<file path="src/rtl/corefifo_wr_skid.sv">
// corefifo_wr_skid: write-side skid-buffered ingress stage for the CoreFIFO controller
// clk/rst            : rising-edge clock, asynchronous active-high reset
// s_valid/s_data     : upstream word and its valid
// s_ready            : registered upstream ready
// fifo_full          : controller full flag, sampled in the write cycle
// fifo_wr_en/fifo_din: write strobe (active-low when WRITE_LOW=1) and data
// busy               : at least one word buffered
// wr_count/clr_count : saturating committed-write count and its synchronous clear
module corefifo_wr_skid #(
    parameter int WWIDTH    = 10,
    parameter int WRITE_LOW = 1,
    parameter int CNT_WIDTH = 16
) (
    input  logic                 clk,
    input  logic                 rst,
    input  logic                 s_valid,
    input  logic [WWIDTH-1:0]    s_data,
    output logic                 s_ready,
    input  logic                 fifo_full,
    output logic                 fifo_wr_en,
    output logic [WWIDTH-1:0]    fifo_din,
    output logic                 busy,
    output logic [CNT_WIDTH-1:0] wr_count,
    input  logic                 clr_count
);
    typedef enum logic [1:0] {EMPTY, ONE, TWO} state_t;
    state_t state, state_n;
    logic [WWIDTH-1:0] out_reg, skid_reg;
    logic push, pop, out_valid;
    assign out_valid  = state != EMPTY;
    assign busy       = out_valid;
    assign push       = s_valid & s_ready;
    assign pop        = out_valid & ~fifo_full;
    assign fifo_wr_en = (WRITE_LOW != 0) ? ~pop : pop;
    assign fifo_din   = out_reg;
    always_comb begin
        state_n = state;
        unique case (state)
            EMPTY:   state_n = push ? ONE : EMPTY;
            ONE:     state_n = (push & ~pop) ? TWO : (~push & pop) ? EMPTY : ONE;
            TWO:     state_n = pop ? ONE : TWO;
            default: state_n = EMPTY;
        endcase
    end
    always_ff @(posedge clk or posedge rst) begin
        if (rst) begin
            state    <= EMPTY;
            s_ready  <= 1'b0;
            out_reg  <= '0;
            skid_reg <= '0;
            wr_count <= '0;
        end else begin
            state   <= state_n;
            s_ready <= state_n != TWO;
            if ((state == EMPTY && push) || (state == ONE && push && pop))
                out_reg <= s_data;
            else if (state == TWO && pop)
                out_reg <= skid_reg;
            if (state == ONE && push && !pop)
                skid_reg <= s_data;
            if (clr_count)
                wr_count <= '0;
            else if (pop && !(&wr_count))
                wr_count <= wr_count + 1'b1;
        end
    end
endmodule

</file>
<file path="config.mk">
export PLATFORM = sky130hd
export DESIGN_NAME = corefifo_wr_skid
export DESIGN_NICKNAME = d
export VERILOG_FILES = /design/src/rtl/corefifo_wr_skid.sv
export SDC_FILE = /design/constraint.sdc
export NUM_CORES = 1
export LEC_CHECK = 0
export CORE_UTILIZATION = 49
export CTS_CLUSTER_SIZE = 20
export DETAILED_ROUTE_END_ITERATION = 7
export GPL_ROUTABILITY_DRIVEN = 0
export MAX_ROUTING_LAYER = met4
export PLACE_DENSITY = 0.87
export SETUP_SLACK_MARGIN = 0.05
export SLEW_MARGIN = 40
export SYNTH_ARGS = -nofsm -noshare
export SYNTH_HDL_FRONTEND = slang
export SYNTH_SLANG_ARGS = --single-unit
</file>
<file path="constraint.sdc">
create_clock -name clk -period 2.15 [get_ports clk]
set_input_delay 0.43 -clock clk [delete_from_list [all_inputs] [get_ports clk]]
set_output_delay 0.43 -clock clk [all_outputs]
set_load 0.02 [all_outputs]
</file>
## Yosys cells after proc, flatten, opt, wreduce, memory -nomap -nowiden

Index checks and enable logic that the tools add are counted.

| cells by class | value |
|---|---|
| equal/unequal tests | 3 |
| bitwise logic cells | 7 |
| $add $sub $neg | 1 |
| muxes and demuxes | 9 |
| reduce and logical (&&, ||, !) cells | 14 |

Operator list:

| operator | count |
|---|---|
| 2-to-1 mux 16 bit | 2 |
| 2-to-1 mux 10 bit | 2 |
| adder 16 x 1 -> 16 bit (second input constant) | 1 |
| AND reduction 16 bit | 1 |
| logical AND 1 bit | 6 |
| case mux 2 bit (3 select lines) | 1 |
| nonzero test 2 bit | 3 |
| bitwise AND 1 bit | 4 |
| 2-to-1 mux 2 bit | 2 |
| inverter 1 bit | 3 |
| equality test 2 x 1 -> 1 bit (second input constant) | 1 |
| equality test 2 bit (second input constant) | 1 |
| zero test 1 bit | 2 |
| zero test 2 bit | 1 |
| 2-to-1 mux 1 bit | 2 |
| inequality test 2 bit (second input constant) | 1 |
| logical OR 1 bit | 1 |

| storage, ports and cells | value |
|---|---|
| input port bits | 15 |
| word-level logic and storage cells | 39 |
| output and inout bits | 29 |
| register bits after elaboration | 39 |

## Depth between registers and ports, before layout

Gate-level depths: netlist of run 1.

| logic depth | value |
|---|---|
| word-level depth | 7 |
| mapped depth | 9 |
| mapped depth without buffers | 7 |

## Least setup slack after synthesis of run 1

OpenSTA, ideal clock, no wires.

| timing | value |
|---|---|
| path kind | register to register |
| start point | register wr_count[0] |
| end point | register wr_count[14] |
| buffers on the path | 0 |
| clock period less this slack | 1.719 ns |
| slack | 0.431 ns |
| stages on the path, launching flop included | 6 |
| data required time | 2.051 ns |
| setup time | 0.099 ns |
| arrival | 1.620 ns |
| cells stage by stage | dfrtp_1 > ha_1 > nand3_2 > nor4_2 > a21oi_1 > a311oi_1 |

| between the ends | value |
|---|---|
| cells in the longest elaborated chain, start to end | 4 |
| elaborated cells between the ends (all ways) | 7 |
| classes of those cells | add/sub (1); mux (2); reduce/logical (4) |

RTL lines:

| what | RTL line | text |
|---|---|---|
| from (decl) | 23 | `output logic [CNT_WIDTH-1:0] wr_count,` |
| from (signal assigned) | 64 | `wr_count <= wr_count + 1'b1;` |
| parallel branches: the longest is 4 deep, another holds adder 16 x 1 -> 16 bit | n/a |  |

Parallel ways; which one is timed is not known. The select of a mux whose other input is x is not followed.
A chain may end at the register's enable or synchronous reset.

## Final worst setup path of run 1

| timing | value |
|---|---|
| start point | register state[0] |
| end point | output busy |

| between the ends | value |
|---|---|
| cells in the longest elaborated chain, start to end | 1 |

RTL lines:

| what | RTL line | text |
|---|---|---|
| from (decl) | 27 | `state_t state, state_n;` |
| from (signal assigned) | 53 | `state <= state_n;` |
| nonzero test 2 bit | 30 | `assign out_valid = state != EMPTY;` |
| to (decl) | 22 | `output logic busy,` |

Every way passes these cells.

==> metrics.txt, run 1 <==
period utilization 95.2%; die extent in y 64.5 um; Syn Nets 190; post-synthesis sequential area ratio 51.0%; Max transition margin 57.6%; Reg2Reg Depth 5; worst skew pair latency 290 ps; ys async rst share 100%; # hold bufs at CTS 0; NumNets Final 244; largest net degree at the start of global routing 40; IO Pins 44; WL per Instance 14.8 um; CP top delay family buffers and inverters; Post-synth EDFFs 0; Yosys reg bits 39; Final Skew 3.76 ps; first-pass GRT wire length 6920 um; Critical Path End Type primary output; H-tree levels 2; Slew @ Worst Pin 633 ps; vias in the first global route 1480; CP Buf/Inv Count 1; GRT overflow 0; antenna diode instance count 0; GRT Total Usage 22.8%; post-layout instance area 0.00253 sq mm; max_cap viols 0; final WL 4080 um; Vias 1575; syn_area_per_cell 11.1 sq um; Final ANT Viol Nets 0; TritonRoute pass-1 iters 4; pwr/cell area 1040 mW/mm^2; most frequent cells in the layout clkdlybuf4s50_1, dfrtp_1, a21oi_1; YS warnings 0; Row Count 22; WS Path Type reg -> out; fill count 286; Sink Count 39; layout cells sized above 1 16.7%; Startpoint Class flop; worst vdd ir 0.636 mV; distinct cell type count after synthesis 42; Starting Density 51.5%; Synth Flop Type dfrtp_1; overall die width 64.5 um; WHS Path Cells 1; core area 0.00372 sq mm; worst min-delay path class reg -> reg; DRT iter0 DRCs 132; DP HPWL 2840 um; unrepaired setup endpoints after global routing no; placed insts 268; root buf cell clkbuf_8; Num CTS Buffers 5; clock-pin slew on the worst setup and hold paths 70 ps; Hold EP fifo_din[4]; Final min period 2050 ps; placed cell area 0.00244 sq mm; area grow syn2layout 32.2%; Slowest-stage cell, CP clkdlybuf4s50_1; status finished, final reports clean; min-delay src fifo_din[4]; Setup Viol. Count Final 0; Mapped Cells 173; DIE AREA 0.00416 sq mm; CP required 1720 ps; Largest stage delay, worst path 530 ps; antenna violations before repair 0; mapped cell area 0.00191 sq mm; Port Buffers 43; terminus of the critical flop-to-flop path wr_count[9]; CTS tree done; crit-path cells or2_2 > clkdlybuf4s50_1; arrival time at the worst endpoint 1620 ps; max FFs per register 16; post_cts resized 1; CTS Buffer Depth 2; Finished Layout Cells 276; drt drc 0; Hold Fails Final Rpt 0; Max Freq 489 MHz; DR vias/cell 5.71; origin of the critical flop-to-flop path wr_count[1]; crit-path max FO 9; R2R Setup Slk 320 ps; Leak 1.09 nW; most common cell after layout, fill and taps aside clkdlybuf4s50_1; max-slew violation count 0; # Post-CTS Setup Buffers 0
==> worst max path at each step <==
stage | from | to | cells past startpoint
6_report | state[0] | busy | 2
2_1_floorplan | wr_count[0] | wr_count[14] | 5
4_1_cts | state[0] | busy | 2
3_3_place_gp | fifo_full | fifo_wr_en | 4
5_1_grt | state[0] | busy | 2
3_5_place_dp | fifo_full | wr_count[12] | 8
==> routing by layer <==
layer / part of all wire, % / GRT usage, %
met5: 0 / -
met4: 2.1 / 10.3
met3: 3.2 / 4.75
met2: 50 / 34.9
met1: 44 / 29.2
==> worst register-to-register path, delay by kind of cell (launching register included) <==
family                     cells  cell delay, ps
and+or+nand+nor                1             220
adders and majority gates      1             240
DFF                            1             440
AOI/OAI and AO/OA              3             860
==> power by group <==
part / total, mW / switching, mW / internal (mW)
registers: 1.11 / 0.152 / 0.957
logic: 1.03 / 0.486 / 0.540
clock network: 0.485 / 0.258 / 0.227
total: 2.62 / 0.897 / 1.72
==> metrics by stage <==
step           hold WS [ps]  worst slack, ps  setup TNS, ps  total power [mW]  utilization, %
3_5_place_dp            464            -42.5          -70.3              2.16            65.8
3_3_place_gp            460             18.8              0              2.12            65.8
6_report                479              103              0              2.62            68.0
5_1_grt                 505             55.0              0              2.79            68.0
2_1_floorplan           482              431              0              1.75               -
4_1_cts                 481             93.3              0              2.65            68.0
==> cell usage after synthesis (5+ instances only) <==
library cell,number,area share [%]
a22o_1,10,4.6
or3_1,5,1.6
o21ai_0,9,2.4
dfrtp_1,39,51
inv_1,5,0.98
nand2_1,8,1.6
or4_1,5,2.0
nor2_1,7,1.4
a21oi_1,12,3.1
mux2_2,10,5.9
a21o_1,10,3.9
==> cell type report <==
class	count	area (sq um)	area share (%)
Clock inverter	2	12.5	0.495
Sequential cell	39	976	38.6
Tap cell	48	60.1	2.38
Inverter	6	22.5	0.891
Timing Repair Buffer	53	504	19.9
Multi-Input combinational cell	122	881	34.8
Clock buffer	6	72.6	2.87
==> cell families (layout without fill, tap and decap cells) <==
group | Yosys count | count (layout) | synth area share, %
and+or+nand+nor | 56 | 56 | 19.1
buffers and inverters | 12 | 67 | 2.94
DFF | 39 | 39 | 51.0
AOI/OAI and AO/OA | 52 | 52 | 18.7
muxes | 12 | 12 | 6.93
adders and majority gates | 2 | 2 | 1.31
(Power assumes the default switching activity.)
==> run 2, diff against run 1 <==
--- a/config.mk
+++ b/config.mk
@@ -5,6 +5,7 @@
 export SDC_FILE = /design/constraint.sdc
 export NUM_CORES = 1
 export LEC_CHECK = 0
+export CORE_ASPECT_RATIO = 1.2
 export CORE_UTILIZATION = 49
 export CTS_CLUSTER_SIZE = 20
 export DETAILED_ROUTE_END_ITERATION = 7
@@ -12,7 +13,6 @@
 export MAX_ROUTING_LAYER = met4
 export PLACE_DENSITY = 0.87
 export SETUP_SLACK_MARGIN = 0.05
-export SLEW_MARGIN = 40
 export SYNTH_ARGS = -nofsm -noshare
 export SYNTH_HDL_FRONTEND = slang
 export SYNTH_SLANG_ARGS = --single-unit
==> run 2 against run 1 <==
  * Global-route usage up 0.39 points
  * Largest power group unchanged
  * Worst setup slack better by 160 ps
  * Clock power grew 8.5%
  * Fmax is 8.4% higher
  * Total power increased by 1.4%
  * Combinational power hardly changed
  * First-iteration DRC count shrank 56%
  * Final cell count grew 1.1%
  * Non-clock buffer count fell by 1
  * Design area rose by 0.59%
  * Die area barely moved
  * Flip-flop and latch count unchanged
==> metrics.txt, run 2 (same netlist as run 1, synthesis figures left out) <==
min-delay src fifo_din[4]; first-pass GRT wire length 7060 um (+2.0%); placed cell area 0.00244 sq mm (-0.10%); IO Pins 44 (unchanged); Hold Fails Final Rpt 0 (unchanged); NumNets Final 243 (-0.41%); Final Skew 6.79 ps (+3.03 ps); pwr/cell area 1040 mW/mm^2 (+0.79%); most common cell after layout, fill and taps aside clkdlybuf4s50_1; Power, Total 2.66 mW (+1.4%); max_cap viols 0 (unchanged); drt drc 0 (unchanged); area occupied by multi-input gates 881 sq um (unchanged); Final min period 1890 ps (-158 ps); CTS tree done; worst vdd ir 0.398 mV (-37%); root buf cell clkbuf_8; period utilization 87.9% (-7.3 points); Starting Density 51.8% (+0.31 points); area grow syn2layout 33.0%; unrepaired setup endpoints after global routing no; status finished, final reports clean; # hold bufs at CTS 0 (unchanged); Final ANT Viol Nets 0 (unchanged); WHS 475 ps (-4.10 ps); overall die width 59.0 um (-8.4%); Largest stage delay, worst path 480 ps (-50 ps); CTS Buffer Depth 2 (unchanged); arrival time at the worst endpoint 1460 ps (-160 ps); WL per Instance 14.5 um (-2.1%); Finished Layout Cells 279 (+1.1%); crit-path cells clkdlybuf4s50_1 > o21ba_4 > inv_2 > dlygate4sd2_1; worst skew pair latency 280 ps (about the same); Register Area 976 sq um (unchanged); origin of the critical flop-to-flop path wr_count[1]; DRT iter0 DRCs 58 (-56%); WHS Path Cells 1 (unchanged); max FFs per register 16 (unchanged); Sink Count 39 (unchanged); worst min-delay path class reg -> reg; most frequent cells in the layout clkdlybuf4s50_1, dfrtp_1, a21oi_1; layout cells sized above 1 16.3% (-0.37 points); Hold EP fifo_din[4]; antenna violations before repair 0 (unchanged); CP Buf/Inv Count 3 (+2); vias in the first global route 1560 (+5.4%); H-tree levels 2 (unchanged); TritonRoute pass-1 iters 4 (unchanged); Row Count 24 (+9.1%); Max Freq 529 MHz (+8.4%); CP top delay family buffers and inverters; Max transition margin 56.3% (-1.3 points); GRT Total Usage 23.2% (+0.39 points); clock-pin slew on the worst setup and hold paths 70 ps (about the same); post-layout worst setup margin 261 ps (+158 ps); fill count 296 (+3.5%); Num CTS Buffers 5 (unchanged); R2R Setup Slk 300 ps (-20 ps); placed insts 271 (+1.1%); crit-path max FO 2 (-7); Startpoint Class input port; DR vias/cell 5.61 (-1.8%); Slew @ Worst Pin 653 ps (+20.1 ps); final WL 4040 um (-1.1%); CP required 1720 ps (about the same); Slowest-stage cell, CP clkdlybuf4s50_1; GRT overflow 0 (unchanged); DIE AREA 0.00416 sq mm (about the same); antenna diode instance count 0 (unchanged); Critical Path End Type primary output; Reg2Reg Depth 5 (unchanged); Setup Viol. Count Final 0 (unchanged); WS Path Type in -> out; max-slew violation count 0 (unchanged); die extent in y 70.4 um (+9.2%); pre-CTS setup slack -35.8 ps (+6.71 ps); Leak 1.11 nW (+1.2%); Vias 1564 (-0.70%); terminus of the critical flop-to-flop path wr_count[5]; # Post-CTS Setup Buffers 0 (unchanged); setup TNS 0 ps (unchanged); largest net degree at the start of global routing 40 (unchanged); core area 0.00369 sq mm (-0.61%); post-layout instance area 0.00254 sq mm (+0.59%); final core occ 68.9% (+0.82 points); DP HPWL 2920 um (+2.8%); Port Buffers 43 (unchanged)
[run 2: cell count changes in the layout (fill, tap and decap cells not counted), sizes merged]
cell,change
clkinvlp,-1
clkdlybuf4s50,-1
clkbuf,+2
dlymetal6s2s,+1
buf,-1
clkinv,-1
[run 2: cell type report]
cell class / instances / area share (%)
tap: 52 / 2.56
multi-input combinational: 122 / 34.6
inverter: 6 / 0.885
clock buffer: 8 / 3.94
timing repair buffer: 52 / 19.6
sequential: 39 / 38.4
[run 2: worst max-delay path by stage]
stage	endpoint	slack [ps]	cells past startpoint	startpoint
final	fifo_wr_en	260	4	fifo_full
after global routing	wr_count[14]	130	5	wr_count[1]
after CTS	busy	70	2	state[0]
after detailed placement	wr_count[14]	-40	7	fifo_full
after global placement	fifo_wr_en	-6	4	fifo_full
after floorplan	wr_count[14]	430	5	wr_count[0]
[run 2: what timing repair did]
action                     4_1_cts  5_1_grt
gates resized for setup          1        1
pin swaps                        0        0
setup endpoints to repair        1        1
cloned                           0        0
[run 2: report_power, final]
| group | internal (mW) | leakage (nW) | switching, mW |
|---|---|---|---|
| combinational | 0.538 | 0.554 | 0.488 |
| clock | 0.292 | 0.0515 | 0.233 |
| sequential | 0.958 | 0.499 | 0.147 |
[run 2: per-layer routing]
layer  part of all wire, %  up-vias  track usage [%]
met5                     0        -                -
met4                   2.2        0             8.47
met3                   4.1        8             5.00
met2                    50       48             37.9
met1                    44      755             27.7
li1                      -      753                -
==> edit: new RTL, flow settings as in run 2 <==
Reset style: synchronous (`rst`), changed in one clocked block. Comments in the files are not updated.
--- a/src/rtl/corefifo_wr_skid.sv
+++ b/src/rtl/corefifo_wr_skid.sv
@@ -42,7 +42,7 @@
             default: state_n = EMPTY;
         endcase
     end
-    always_ff @(posedge clk or posedge rst) begin
+    always_ff @(posedge clk) begin
         if (rst) begin
             state    <= EMPTY;
             s_ready  <= 1'b0;
Behaviour: differs if rst is asserted again (counterexample within 4 cycles, from zero or initial values and one cycle with rst high); with rst held inactive, the same outputs for 10 cycles.
==> edit against run 2 <==
The flow now finishes with violations (DRC). Synthesized area fell by 7.8%. Sequential cell count did not move. Cell area fell by 5.1%. Worst setup slack got worse by 0.14 ns. Count of clock-buffer cells in the layout fell by 3. Clock skew fell by 0.00086 ns. Die area fell by 7.6%. Routed wire length fell by 2.2%. Final cell count rose by 3.6%.
Power is not compared: it rests on default switching activity, and its combinational part moved more than twofold at a synthesized area within 25%.
==> edit: results (changes against run 2) <==
[outcome]
outcome = finished with violations
violations = DRC

[detailed_routing]
firstDrtPassIters = 6  ; +2
via_count = 1667  ; +6.6%
routed_wl_um = 3950  ; -2.2%
drc = 10  ; +10
drt_iter0_drc = 66  ; +14%

[sta]
fin_skew_ns = 0.00593  ; -0.000856 ns
max_slew.worst_pin.slew_ns = 0.508  ; -0.145 ns

[cts]
clk_latency_ns = 0.30  ; +0.02 ns

[synth]
avgSynthCellArea_um2 = 8.86  ; -20%
yosysSeqAreaShare_pct = 44.3  ; -6.7 points
synth_compound_area_share_pct = 16.4  ; -2.3 points
synth_fa_ha_area_share_pct = 1.42  ; +0.11 points
syn_nets = 216  ; +14%
ys_types = 36  ; -14%
async_flop_share_pct = 0  ; -100 points
yosys-top-cells-area = dfxtp_1 44%, mux2i_1 12%, nor2_1 5.7%
yosys-top-cells-count = 39 x dfxtp_1, 27 x nor2_1, 21 x mux2i_1
synth_top_area_share_pct = 44.3  ; -6.7 points

[critical_path]
r2r_setup_slack_ns = 0.20  ; -0.10 ns
arrival_ns = 2.26  ; +0.80 ns
cp_max_fo = 4  ; +2
r2r_start = wr_count[0]
reg2reg_to = wr_count[10]
endpoint = wr_count[9]

[global_route]
grt_start_max_net_pins = 21  ; -48%
grt_pass1_vias = 1533  ; -1.7%
grt_pass1_wl_um = 6770  ; -4.1%
grt_usage_pct = 24.0  ; +0.79 points

[min_path]
whs_path_depth = 2  ; +1
hold_path_end = skid_reg[8]

[cells_and_area]
final_cells = 289  ; +3.6%
nets = 268  ; +10%
drive_gt1_share_pct = 11.9  ; -4.4 points
fillers = 273  ; -7.8%

[placement]
place_inst = 281  ; +3.7%
dpl.hpwl_um = 2820  ; -3.4%

## edit: what timing repair did
item / CTS / global route
pin swaps: 0 / 0
setup endpoints to repair: 1 / 2
setup buffers: 0 / 0
gates resized for setup: 1 / 2
hold buffers: 0 / 0
cloned: 0 / 0
## edit: layer usage
metal	wire (um)	part of all wire [%]	track usage, %
met3	278	7.0	7.28
met2	2000	51	42.4
met4	48	1.2	9.15
met1	1630	41	25.3
met5	0	0	-
## edit: area by class of cell
cell class	count	area, um2	area share (%)
inverter	7	26.3	1.09
clock buffer	5	68.8	2.85
clock inverter	3	43.8	1.81
timing repair buffer	57	536	22.2
sequential	39	781	32.3
tap	37	46.3	1.92
multi-input combinational	141	913	37.8
## edit: kinds of logic (layout without fill, tap and decap cells)
group | Yosys count | count (layout)
adder cells (fa/ha/maj) | 2 | 2
flip-flops | 39 | 39
multiplexers | 21 | 21
AO/OA/AOI/OAI | 43 | 43
buffers and inverters | 19 | 72
AND/OR/NAND/NOR | 75 | 75
## edit: per-stage QoR
stage / setup TNS, ns / area [um2] / hold WS (ns) / power, mW / worst slack [ns]
2_1_floorplan: 0 / 1760 / 0.460 / 0.857 / 0.0877
3_3_place_gp: -0.767 / 2300 / 0.473 / 0.943 / -0.225
3_5_place_dp: -1.01 / 2300 / 0.494 / 0.946 / -0.241
4_1_cts: 0 / 2410 / 0.514 / 1.56 / 0.0838
5_1_grt: 0 / 2410 / 0.520 / 1.61 / 0.0535
6_report: 0 / 2410 / 0.507 / 1.54 / 0.123
## edit: where the power goes
group	switching, mW	internal [mW]
Sequential	0.0132	0.742
Clock	0.268	0.345
Combinational	0.0836	0.0899
Total	0.365	1.18
## edit: critical path, stage by stage
cell and delay [ns]:
clkdlybuf4s50_1 0.41, o21ba_4 0.23, inv_2 0.05, or4_4 0.52, or4_1 0.47, a21oi_1 0.14
